**src/rtl/axi_light_slice_if.sv**
```systemverilog
// AXI-lite style bundle shared by the slice and its neighbours.
// The master modport drives requests; the slave modport drives responses.
`ifndef AXI_ADDR_WIDTH
`define AXI_ADDR_WIDTH 32
`endif
`ifndef AXI_DATA_WIDTH
`define AXI_DATA_WIDTH 32
`endif

interface if_axi_light #(
  parameter int AW = `AXI_ADDR_WIDTH,
  parameter int DW = `AXI_DATA_WIDTH
);
  logic [AW-1:0]   awaddr;
  logic [2:0]      awprot;
  logic            awvalid;
  logic            awready;
  logic [DW-1:0]   wdata;
  logic [DW/8-1:0] wstrb;
  logic            wvalid;
  logic            wready;
  logic [1:0]      bresp;
  logic            bvalid;
  logic            bready;
  logic [AW-1:0]   araddr;
  logic [2:0]      arprot;
  logic            arvalid;
  logic            arready;
  logic [DW-1:0]   rdata;
  logic [1:0]      rresp;
  logic            rvalid;
  logic            rready;

  modport master (
    output awaddr, awprot, awvalid, input awready,
    output wdata, wstrb, wvalid, input wready,
    input bresp, bvalid, output bready,
    output araddr, arprot, arvalid, input arready,
    input rdata, rresp, rvalid, output rready
  );

  modport slave (
    input awaddr, awprot, awvalid, output awready,
    input wdata, wstrb, wvalid, output wready,
    output bresp, bvalid, input bready,
    input araddr, arprot, arvalid, output arready,
    output rdata, rresp, rvalid, input rready
  );
endinterface

```
**src/rtl/axi_light_slice.sv**
```systemverilog
// Register slice for the AXI-lite path: one two-entry skid buffer per channel,
// with optional full bypass or response-only registering.
`ifndef AXI_ADDR_WIDTH
`define AXI_ADDR_WIDTH 32
`endif
`ifndef AXI_DATA_WIDTH
`define AXI_DATA_WIDTH 32
`endif

module axi_light_skid #(
  parameter int W    = 32,
  parameter bit PASS = 1'b0
) (
  input  logic         clk,
  input  logic         reset,
  input  logic         in_valid,
  output logic         in_ready,
  input  logic [W-1:0] in_data,
  output logic         out_valid,
  input  logic         out_ready,
  output logic [W-1:0] out_data
);
  typedef enum logic [1:0] {EMPTY, ONE, FULL} state_t;

  generate
    if (PASS) begin : g_pass
      assign in_ready  = out_ready;
      assign out_valid = in_valid;
      assign out_data  = in_data;
    end else begin : g_reg
      state_t       state, state_nxt;
      logic [W-1:0] main_q, skid_q;
      logic         rdy_q;
      logic         in_hs, out_hs;
      logic         ld_main, ld_skid, mv_skid;

      assign in_hs     = in_valid & rdy_q;
      assign out_hs    = (state != EMPTY) & out_ready;
      assign in_ready  = rdy_q;
      assign out_valid = (state != EMPTY);
      assign out_data  = main_q;

      always_comb begin
        state_nxt = state;
        ld_main   = 1'b0;
        ld_skid   = 1'b0;
        mv_skid   = 1'b0;
        case (state)
          EMPTY: if (in_hs) begin
            state_nxt = ONE;
            ld_main   = 1'b1;
          end
          ONE: begin
            if (in_hs && out_hs) begin
              ld_main = 1'b1;
            end else if (in_hs) begin
              state_nxt = FULL;
              ld_skid   = 1'b1;
            end else if (out_hs) begin
              state_nxt = EMPTY;
            end
          end
          FULL: if (out_hs) begin
            state_nxt = ONE;
            mv_skid   = 1'b1;
          end
          default: state_nxt = EMPTY;
        endcase
      end

      // Ready is registered from the next state so it never sees out_ready
      // combinationally; the skid entry absorbs the beat accepted meanwhile.
      always_ff @(posedge clk) begin
        if (reset) begin
          state <= EMPTY;
          rdy_q <= 1'b0;
        end else begin
          state <= state_nxt;
          rdy_q <= (state_nxt != FULL);
        end
      end

      always_ff @(posedge clk) begin
        if (ld_main)      main_q <= in_data;
        else if (mv_skid) main_q <= skid_q;
        if (ld_skid)      skid_q <= in_data;
      end
    end
  endgenerate
endmodule

module axi_light_slice #(
  parameter bit BYPASS       = 1'b0,
  parameter bit R_ONLY_SLICE = 1'b0
) (
  input  logic         clk,
  input  logic         reset,
  if_axi_light.slave   s_axi,
  if_axi_light.master  m_axi
);
  localparam int AW   = `AXI_ADDR_WIDTH;
  localparam int DW   = `AXI_DATA_WIDTH;
  localparam bit FPASS = BYPASS | R_ONLY_SLICE;
  localparam bit RPASS = BYPASS;

  localparam int AW_W = AW + 3;
  localparam int W_W  = DW + DW/8;
  localparam int B_W  = 2;
  localparam int R_W  = DW + 2;

  logic [AW_W-1:0] aw_in, aw_out, ar_in, ar_out;
  logic [W_W-1:0]  w_in, w_out;
  logic [B_W-1:0]  b_in, b_out;
  logic [R_W-1:0]  r_in, r_out;

  assign aw_in = {s_axi.awprot, s_axi.awaddr};
  assign w_in  = {s_axi.wstrb, s_axi.wdata};
  assign ar_in = {s_axi.arprot, s_axi.araddr};
  assign b_in  = m_axi.bresp;
  assign r_in  = {m_axi.rresp, m_axi.rdata};

  assign {m_axi.awprot, m_axi.awaddr} = aw_out;
  assign {m_axi.wstrb, m_axi.wdata}   = w_out;
  assign {m_axi.arprot, m_axi.araddr} = ar_out;
  assign s_axi.bresp                  = b_out;
  assign {s_axi.rresp, s_axi.rdata}   = r_out;

  axi_light_skid #(.W(AW_W), .PASS(FPASS)) u_aw (
    .clk(clk), .reset(reset),
    .in_valid(s_axi.awvalid), .in_ready(s_axi.awready), .in_data(aw_in),
    .out_valid(m_axi.awvalid), .out_ready(m_axi.awready), .out_data(aw_out)
  );

  axi_light_skid #(.W(W_W), .PASS(FPASS)) u_w (
    .clk(clk), .reset(reset),
    .in_valid(s_axi.wvalid), .in_ready(s_axi.wready), .in_data(w_in),
    .out_valid(m_axi.wvalid), .out_ready(m_axi.wready), .out_data(w_out)
  );

  axi_light_skid #(.W(AW_W), .PASS(FPASS)) u_ar (
    .clk(clk), .reset(reset),
    .in_valid(s_axi.arvalid), .in_ready(s_axi.arready), .in_data(ar_in),
    .out_valid(m_axi.arvalid), .out_ready(m_axi.arready), .out_data(ar_out)
  );

  // Response channels run upstream: the slave side of the slice is their output.
  axi_light_skid #(.W(B_W), .PASS(RPASS)) u_b (
    .clk(clk), .reset(reset),
    .in_valid(m_axi.bvalid), .in_ready(m_axi.bready), .in_data(b_in),
    .out_valid(s_axi.bvalid), .out_ready(s_axi.bready), .out_data(b_out)
  );

  axi_light_skid #(.W(R_W), .PASS(RPASS)) u_r (
    .clk(clk), .reset(reset),
    .in_valid(m_axi.rvalid), .in_ready(m_axi.rready), .in_data(r_in),
    .out_valid(s_axi.rvalid), .out_ready(s_axi.rready), .out_data(r_out)
  );
endmodule

```
**src/flat_wrapper.sv**
```systemverilog
// flat-port wrapper written by rule: the top's interface ports become plain ports
module axi_light_slice_flat 
#(
  parameter bit BYPASS       = 1'b0,
  parameter bit R_ONLY_SLICE = 1'b0
)
  (clk, reset, s_axi_awaddr, s_axi_awprot, s_axi_awvalid, s_axi_awready, s_axi_wdata, s_axi_wstrb, s_axi_wvalid, s_axi_wready, s_axi_bresp, s_axi_bvalid, s_axi_bready, s_axi_araddr, s_axi_arprot, s_axi_arvalid, s_axi_arready, s_axi_rdata, s_axi_rresp, s_axi_rvalid, s_axi_rready, m_axi_awaddr, m_axi_awprot, m_axi_awvalid, m_axi_awready, m_axi_wdata, m_axi_wstrb, m_axi_wvalid, m_axi_wready, m_axi_bresp, m_axi_bvalid, m_axi_bready, m_axi_araddr, m_axi_arprot, m_axi_arvalid, m_axi_arready, m_axi_rdata, m_axi_rresp, m_axi_rvalid, m_axi_rready);
  if_axi_light s_axi_i ();
  if_axi_light m_axi_i ();
  input  logic clk;
  input  logic reset;
  input wire logic [$bits(s_axi_i.awaddr)-1:0] s_axi_awaddr;
  input wire logic [$bits(s_axi_i.awprot)-1:0] s_axi_awprot;
  input wire logic [$bits(s_axi_i.awvalid)-1:0] s_axi_awvalid;
  output wire logic [$bits(s_axi_i.awready)-1:0] s_axi_awready;
  input wire logic [$bits(s_axi_i.wdata)-1:0] s_axi_wdata;
  input wire logic [$bits(s_axi_i.wstrb)-1:0] s_axi_wstrb;
  input wire logic [$bits(s_axi_i.wvalid)-1:0] s_axi_wvalid;
  output wire logic [$bits(s_axi_i.wready)-1:0] s_axi_wready;
  output wire logic [$bits(s_axi_i.bresp)-1:0] s_axi_bresp;
  output wire logic [$bits(s_axi_i.bvalid)-1:0] s_axi_bvalid;
  input wire logic [$bits(s_axi_i.bready)-1:0] s_axi_bready;
  input wire logic [$bits(s_axi_i.araddr)-1:0] s_axi_araddr;
  input wire logic [$bits(s_axi_i.arprot)-1:0] s_axi_arprot;
  input wire logic [$bits(s_axi_i.arvalid)-1:0] s_axi_arvalid;
  output wire logic [$bits(s_axi_i.arready)-1:0] s_axi_arready;
  output wire logic [$bits(s_axi_i.rdata)-1:0] s_axi_rdata;
  output wire logic [$bits(s_axi_i.rresp)-1:0] s_axi_rresp;
  output wire logic [$bits(s_axi_i.rvalid)-1:0] s_axi_rvalid;
  input wire logic [$bits(s_axi_i.rready)-1:0] s_axi_rready;
  output wire logic [$bits(m_axi_i.awaddr)-1:0] m_axi_awaddr;
  output wire logic [$bits(m_axi_i.awprot)-1:0] m_axi_awprot;
  output wire logic [$bits(m_axi_i.awvalid)-1:0] m_axi_awvalid;
  input wire logic [$bits(m_axi_i.awready)-1:0] m_axi_awready;
  output wire logic [$bits(m_axi_i.wdata)-1:0] m_axi_wdata;
  output wire logic [$bits(m_axi_i.wstrb)-1:0] m_axi_wstrb;
  output wire logic [$bits(m_axi_i.wvalid)-1:0] m_axi_wvalid;
  input wire logic [$bits(m_axi_i.wready)-1:0] m_axi_wready;
  input wire logic [$bits(m_axi_i.bresp)-1:0] m_axi_bresp;
  input wire logic [$bits(m_axi_i.bvalid)-1:0] m_axi_bvalid;
  output wire logic [$bits(m_axi_i.bready)-1:0] m_axi_bready;
  output wire logic [$bits(m_axi_i.araddr)-1:0] m_axi_araddr;
  output wire logic [$bits(m_axi_i.arprot)-1:0] m_axi_arprot;
  output wire logic [$bits(m_axi_i.arvalid)-1:0] m_axi_arvalid;
  input wire logic [$bits(m_axi_i.arready)-1:0] m_axi_arready;
  input wire logic [$bits(m_axi_i.rdata)-1:0] m_axi_rdata;
  input wire logic [$bits(m_axi_i.rresp)-1:0] m_axi_rresp;
  input wire logic [$bits(m_axi_i.rvalid)-1:0] m_axi_rvalid;
  output wire logic [$bits(m_axi_i.rready)-1:0] m_axi_rready;
  assign s_axi_i.awaddr = s_axi_awaddr;
  assign s_axi_i.awprot = s_axi_awprot;
  assign s_axi_i.awvalid = s_axi_awvalid;
  assign s_axi_awready = s_axi_i.awready;
  assign s_axi_i.wdata = s_axi_wdata;
  assign s_axi_i.wstrb = s_axi_wstrb;
  assign s_axi_i.wvalid = s_axi_wvalid;
  assign s_axi_wready = s_axi_i.wready;
  assign s_axi_bresp = s_axi_i.bresp;
  assign s_axi_bvalid = s_axi_i.bvalid;
  assign s_axi_i.bready = s_axi_bready;
  assign s_axi_i.araddr = s_axi_araddr;
  assign s_axi_i.arprot = s_axi_arprot;
  assign s_axi_i.arvalid = s_axi_arvalid;
  assign s_axi_arready = s_axi_i.arready;
  assign s_axi_rdata = s_axi_i.rdata;
  assign s_axi_rresp = s_axi_i.rresp;
  assign s_axi_rvalid = s_axi_i.rvalid;
  assign s_axi_i.rready = s_axi_rready;
  assign m_axi_awaddr = m_axi_i.awaddr;
  assign m_axi_awprot = m_axi_i.awprot;
  assign m_axi_awvalid = m_axi_i.awvalid;
  assign m_axi_i.awready = m_axi_awready;
  assign m_axi_wdata = m_axi_i.wdata;
  assign m_axi_wstrb = m_axi_i.wstrb;
  assign m_axi_wvalid = m_axi_i.wvalid;
  assign m_axi_i.wready = m_axi_wready;
  assign m_axi_i.bresp = m_axi_bresp;
  assign m_axi_i.bvalid = m_axi_bvalid;
  assign m_axi_bready = m_axi_i.bready;
  assign m_axi_araddr = m_axi_i.araddr;
  assign m_axi_arprot = m_axi_i.arprot;
  assign m_axi_arvalid = m_axi_i.arvalid;
  assign m_axi_i.arready = m_axi_arready;
  assign m_axi_i.rdata = m_axi_rdata;
  assign m_axi_i.rresp = m_axi_rresp;
  assign m_axi_i.rvalid = m_axi_rvalid;
  assign m_axi_rready = m_axi_i.rready;
  axi_light_slice #(.BYPASS(BYPASS), .R_ONLY_SLICE(R_ONLY_SLICE)) u_core (.clk(clk), .reset(reset), .s_axi(s_axi_i), .m_axi(m_axi_i));
endmodule
```
**config.mk**
```make
export PLATFORM = sky130hd
export DESIGN_NAME = axi_light_slice_flat
export DESIGN_NICKNAME = d
export VERILOG_FILES = /design/src/rtl/axi_light_slice_if.sv /design/src/rtl/axi_light_slice.sv /design/src/flat_wrapper.sv
export SDC_FILE = /design/constraint.sdc
export NUM_CORES = 1
export LEC_CHECK = 0
export BUFFER_PORTS_ARGS = -buffer_cell sky130_fd_sc_hd__buf_2
export CORE_MARGIN = 2
export CORE_UTILIZATION = 30
export CTS_CLUSTER_DIAMETER = 30
export CTS_CLUSTER_SIZE = 28
export DETAILED_ROUTE_END_ITERATION = 6
export PLACE_DENSITY = 0.54
export SLEW_MARGIN = 20
export SYNTH_ARGS = -nofsm -noshare
export SYNTH_HDL_FRONTEND = slang
export SYNTH_HIERARCHICAL = 1
export SYNTH_SLANG_ARGS = --single-unit
export TNS_END_PERCENT = 20
```
**constraint.sdc**
```tcl
create_clock -name clk -period 5.86 [get_ports clk]
set_clock_uncertainty 0.1 [all_clocks]
set_input_delay 1.172 -clock clk [delete_from_list [all_inputs] [get_ports clk]]
set_output_delay 1.172 -clock clk [all_outputs]
set_load 0.02 [all_outputs]
```
==> results_dict.tcl <==
set metrics [dict create \
    tightest_slew_ns 1.05 \
    finalHoldViolCount 0 \
    async_flop_share_pct 0 \
    intPower_mw 5.27 \
    syn_to_final_growth_pct 39.7 \
    drc 0 \
    p_sw_share_pct 21.6 \
    timing.fmax_ghz 0.366 \
    p_seq_share_pct 37.0 \
    min_period_ns 2.73 \
    synthCells 536 \
    vias 6235 \
    crit_fanout 7 \
    grt_max_degree 37 \
    cts_resized 0 \
    holdPathStages 1 \
    r2r-end "u_core/u_ar/out_data[20]" \
    port_buffers 305 \
    wl_per_cell_um 16.1 \
    clkLatencyLatePin_ns 0.56 \
    powerDensity_mw_per_mm2 421 \
    synth_nets 690 \
    h-tree-depth 3 \
    synth.area.top_cells "edfxtp_1 75%, mux2_4 8.1%, mux2_2 7.5%, dfxtp_1 2.6%, buf_8 0.79%" \
    die_h_um 199 \
    antenna_found_initial 4 \
    finalWorstSetupSlack_ns 3.13 \
    r2r_start "u_core/u_ar/in_ready" \
    ys_types 29 \
    postSynthAreaPerCell_um2 21.3 \
    grt_pass1_wl_mm 35.9 \
    grt_pass1_vias 6520 \
    yosysMostFrequentCell "edfxtp_1" \
    post_cts_buffers 0 \
    worstHoldStart "u_core/u_r/g_reg.skid_q[7]" \
    hold_buffers 0 \
    synth-edff-count 284 \
    pwr-share-clk_pct 56.5 \
    die_area_mm2 0.0397 \
    max_cap_violations 0 \
    dpl.hpwl_mm 15.6 \
    core_area_mm2 0.0376 \
    drtIter0Drc 289 \
    cts-buffers-inserted 72 \
    outcome "finished clean" \
    max-vdd-ir-drop_v 0.000263 \
    cts_root_buf "clkbuf_16" \
    startpoint_type "flip-flop" \
    crit_type "flip-flop to primary output" \
    drive_above_1_share_pct 60.6 \
    drv_slew 0 \
    switching_power_mw 1.45 \
    multiInputGateArea_mm2 0.00249 \
    yosys_warnings 6 \
    routed_via_density 4.21 \
    synth_top_area_cell "edfxtp_1" \
    crit_arrival_ns 1.46 \
    dp_cells 1349 \
    gr-usage-met1_pct 14.2 \
    worstSetupEndpointType "primary output" \
    setup_tns_ns 0 \
    use_met3_pct 6.11 \
    use_met2_pct 18.0 \
    combPwrFrac_pct 6.5 \
    top_usage_layer "met2" \
    rows 71 \
    stdcell_count 1481 \
    synthDominantCellAreaShare_pct 74.6 \
    timing.slew.headroom_pct 30.0 \
    io_pins 306 \
    tritoncts "built" \
    gp_congestion 0.728 \
    final-seq-area_mm2 0.00883 \
    track_usage_pct 11.9 \
    r2r_cells 4 \
    overflow 0 \
    rsz0062_at_grt "false" \
    hp-class "flip-flop to flip-flop" \
    clock_sinks 299 \
    yosysSeqAreaShare_pct 77.2 \
    p_leak_nw 6.19 \
    synth.ff_latch_count 299 \
    min_to "u_core/u_r/out_data[7]" \
    syn-cell-area_mm2 0.0114 \
    worstPathRequired_ns 4.59 \
    finalNetCount 1068 \
    drt-total-wl_mm 23.9 \
    antenna_cells 0 \
    ys.flop_type "edfxtp_1" \
    cts_buffer_depth 3 \
    die_x_um 199 \
    clk_pin_slew_ns 0.05 \
    fin_crit_sh_pct 46.6 \
    pre_cts_slack_ns 2.80 \
    setup_violations 0 \
    initial_core_util_pct 30.4 \
    fill_cells 3413 \
    rrSetupSlack_ns 3.65 \
    synth_commonest_cells "284 x edfxtp_1, 76 x mux2_2, 62 x mux2_4" \
    antenna_left 0 \
    firstDrtPassIters 4 \
]
==> stage by stage <==
step           cell area, um^2  util (%)  hold WS [ns]  power, mW
4_1_cts                  15900      42.4         0.435       6.82
3_3_place_gp             13600      36.1         0.409       2.96
5_1_grt                  16000      42.5         0.443       6.97
2_1_floorplan            11400         -         0.401       2.79
3_5_place_dp             13600      36.1         0.416       2.96
6_report                 16000      42.5         0.430       6.72
==> sequential cells by signal (all words and copies together), names as in the netlist, 34 cells and up <==
signal and count:
u_core/u_r/g_reg.skid_q 34, u_core/u_r/out_data 34, u_core/u_ar/out_data 35, u_core/u_aw/out_data 35, u_core/u_w/g_reg.skid_q 36, u_core/u_aw/g_reg.skid_q 35, u_core/u_ar/g_reg.skid_q 35, u_core/u_w/out_data 36
==> kinds of logic (layout without fill, tap and decap cells) <==
group	count (synthesis)	in the layout	synth area share, %
AOI/OAI and AO/OA	24	24	1.58
buffers and inverters	15	449	1.48
DFF	299	299	77.2
muxes	149	149	16.6
and+or+nand+nor	49	49	3.05
==> routing by layer <==
| metal | part of all wire (%) | vias up |
|---|---|---|
| li1 | - | 2927 |
| met1 | 41 | 3026 |
| met2 | 47 | 224 |
| met3 | 9.2 | 50 |
| met4 | 2.2 | 8 |
| met5 | 0.20 | - |
==> how the worst max path moves through the flow <==
stage	startpoint	endpoint	slack, ns	cells after the start
floorplan	s_axi_wvalid	u_core/u_w/out_data[0]	1.28	3
global placement	s_axi_arvalid	u_core/u_ar/out_data[14]	2.83	5
detailed placement	s_axi_arvalid	u_core/u_ar/out_data[30]	2.80	5
CTS	u_core/u_ar/g_reg.state[0]	m_axi_arvalid	3.09	2
global route	u_core/u_ar/g_reg.state[0]	m_axi_arvalid	3.07	2
finish	u_core/u_ar/g_reg.state[0]	m_axi_arvalid	3.13	2
==> layout by cell type (no fill, tap or decap), types with 8 or more instances in the layout <==
master,instances
clkinv_1,12
clkinv_2,11
dfxtp_1,15
buf_4,9
bufinv_16,8
clkinvlp_4,8
mux2_2,76
mux2_4,62
edfxtp_1,284
clkbuf_1,9
buf_2,305
clkbuf_16,73
==> worst max-delay path, stage by stage, from the launching register on <==
cell and delay, ns:
dfxtp_1 0.40, or2_2 0.34, buf_2 0.17
==> cell type report <==
type / instances / area share [%]
Clock inverter: 46 / 2.89
Sequential cell: 299 / 55.3
Tap cell: 511 / 4.01
Inverter: 3 / 0.0705
Clock buffer: 84 / 11.8
Multi-Input combinational cell: 222 / 15.6
Timing Repair Buffer: 316 / 10.3
==> power groups by stage <==
stage	clock network [mW]	registers [mW]	logic [mW]
after floorplan	0	2.61	0.173
after global placement	0	2.52	0.437
after detailed placement	0	2.52	0.440
after CTS	3.89	2.48	0.442
after global routing	4.01	2.49	0.472
final	3.80	2.48	0.437
Power figures use the tool's default switching activity.
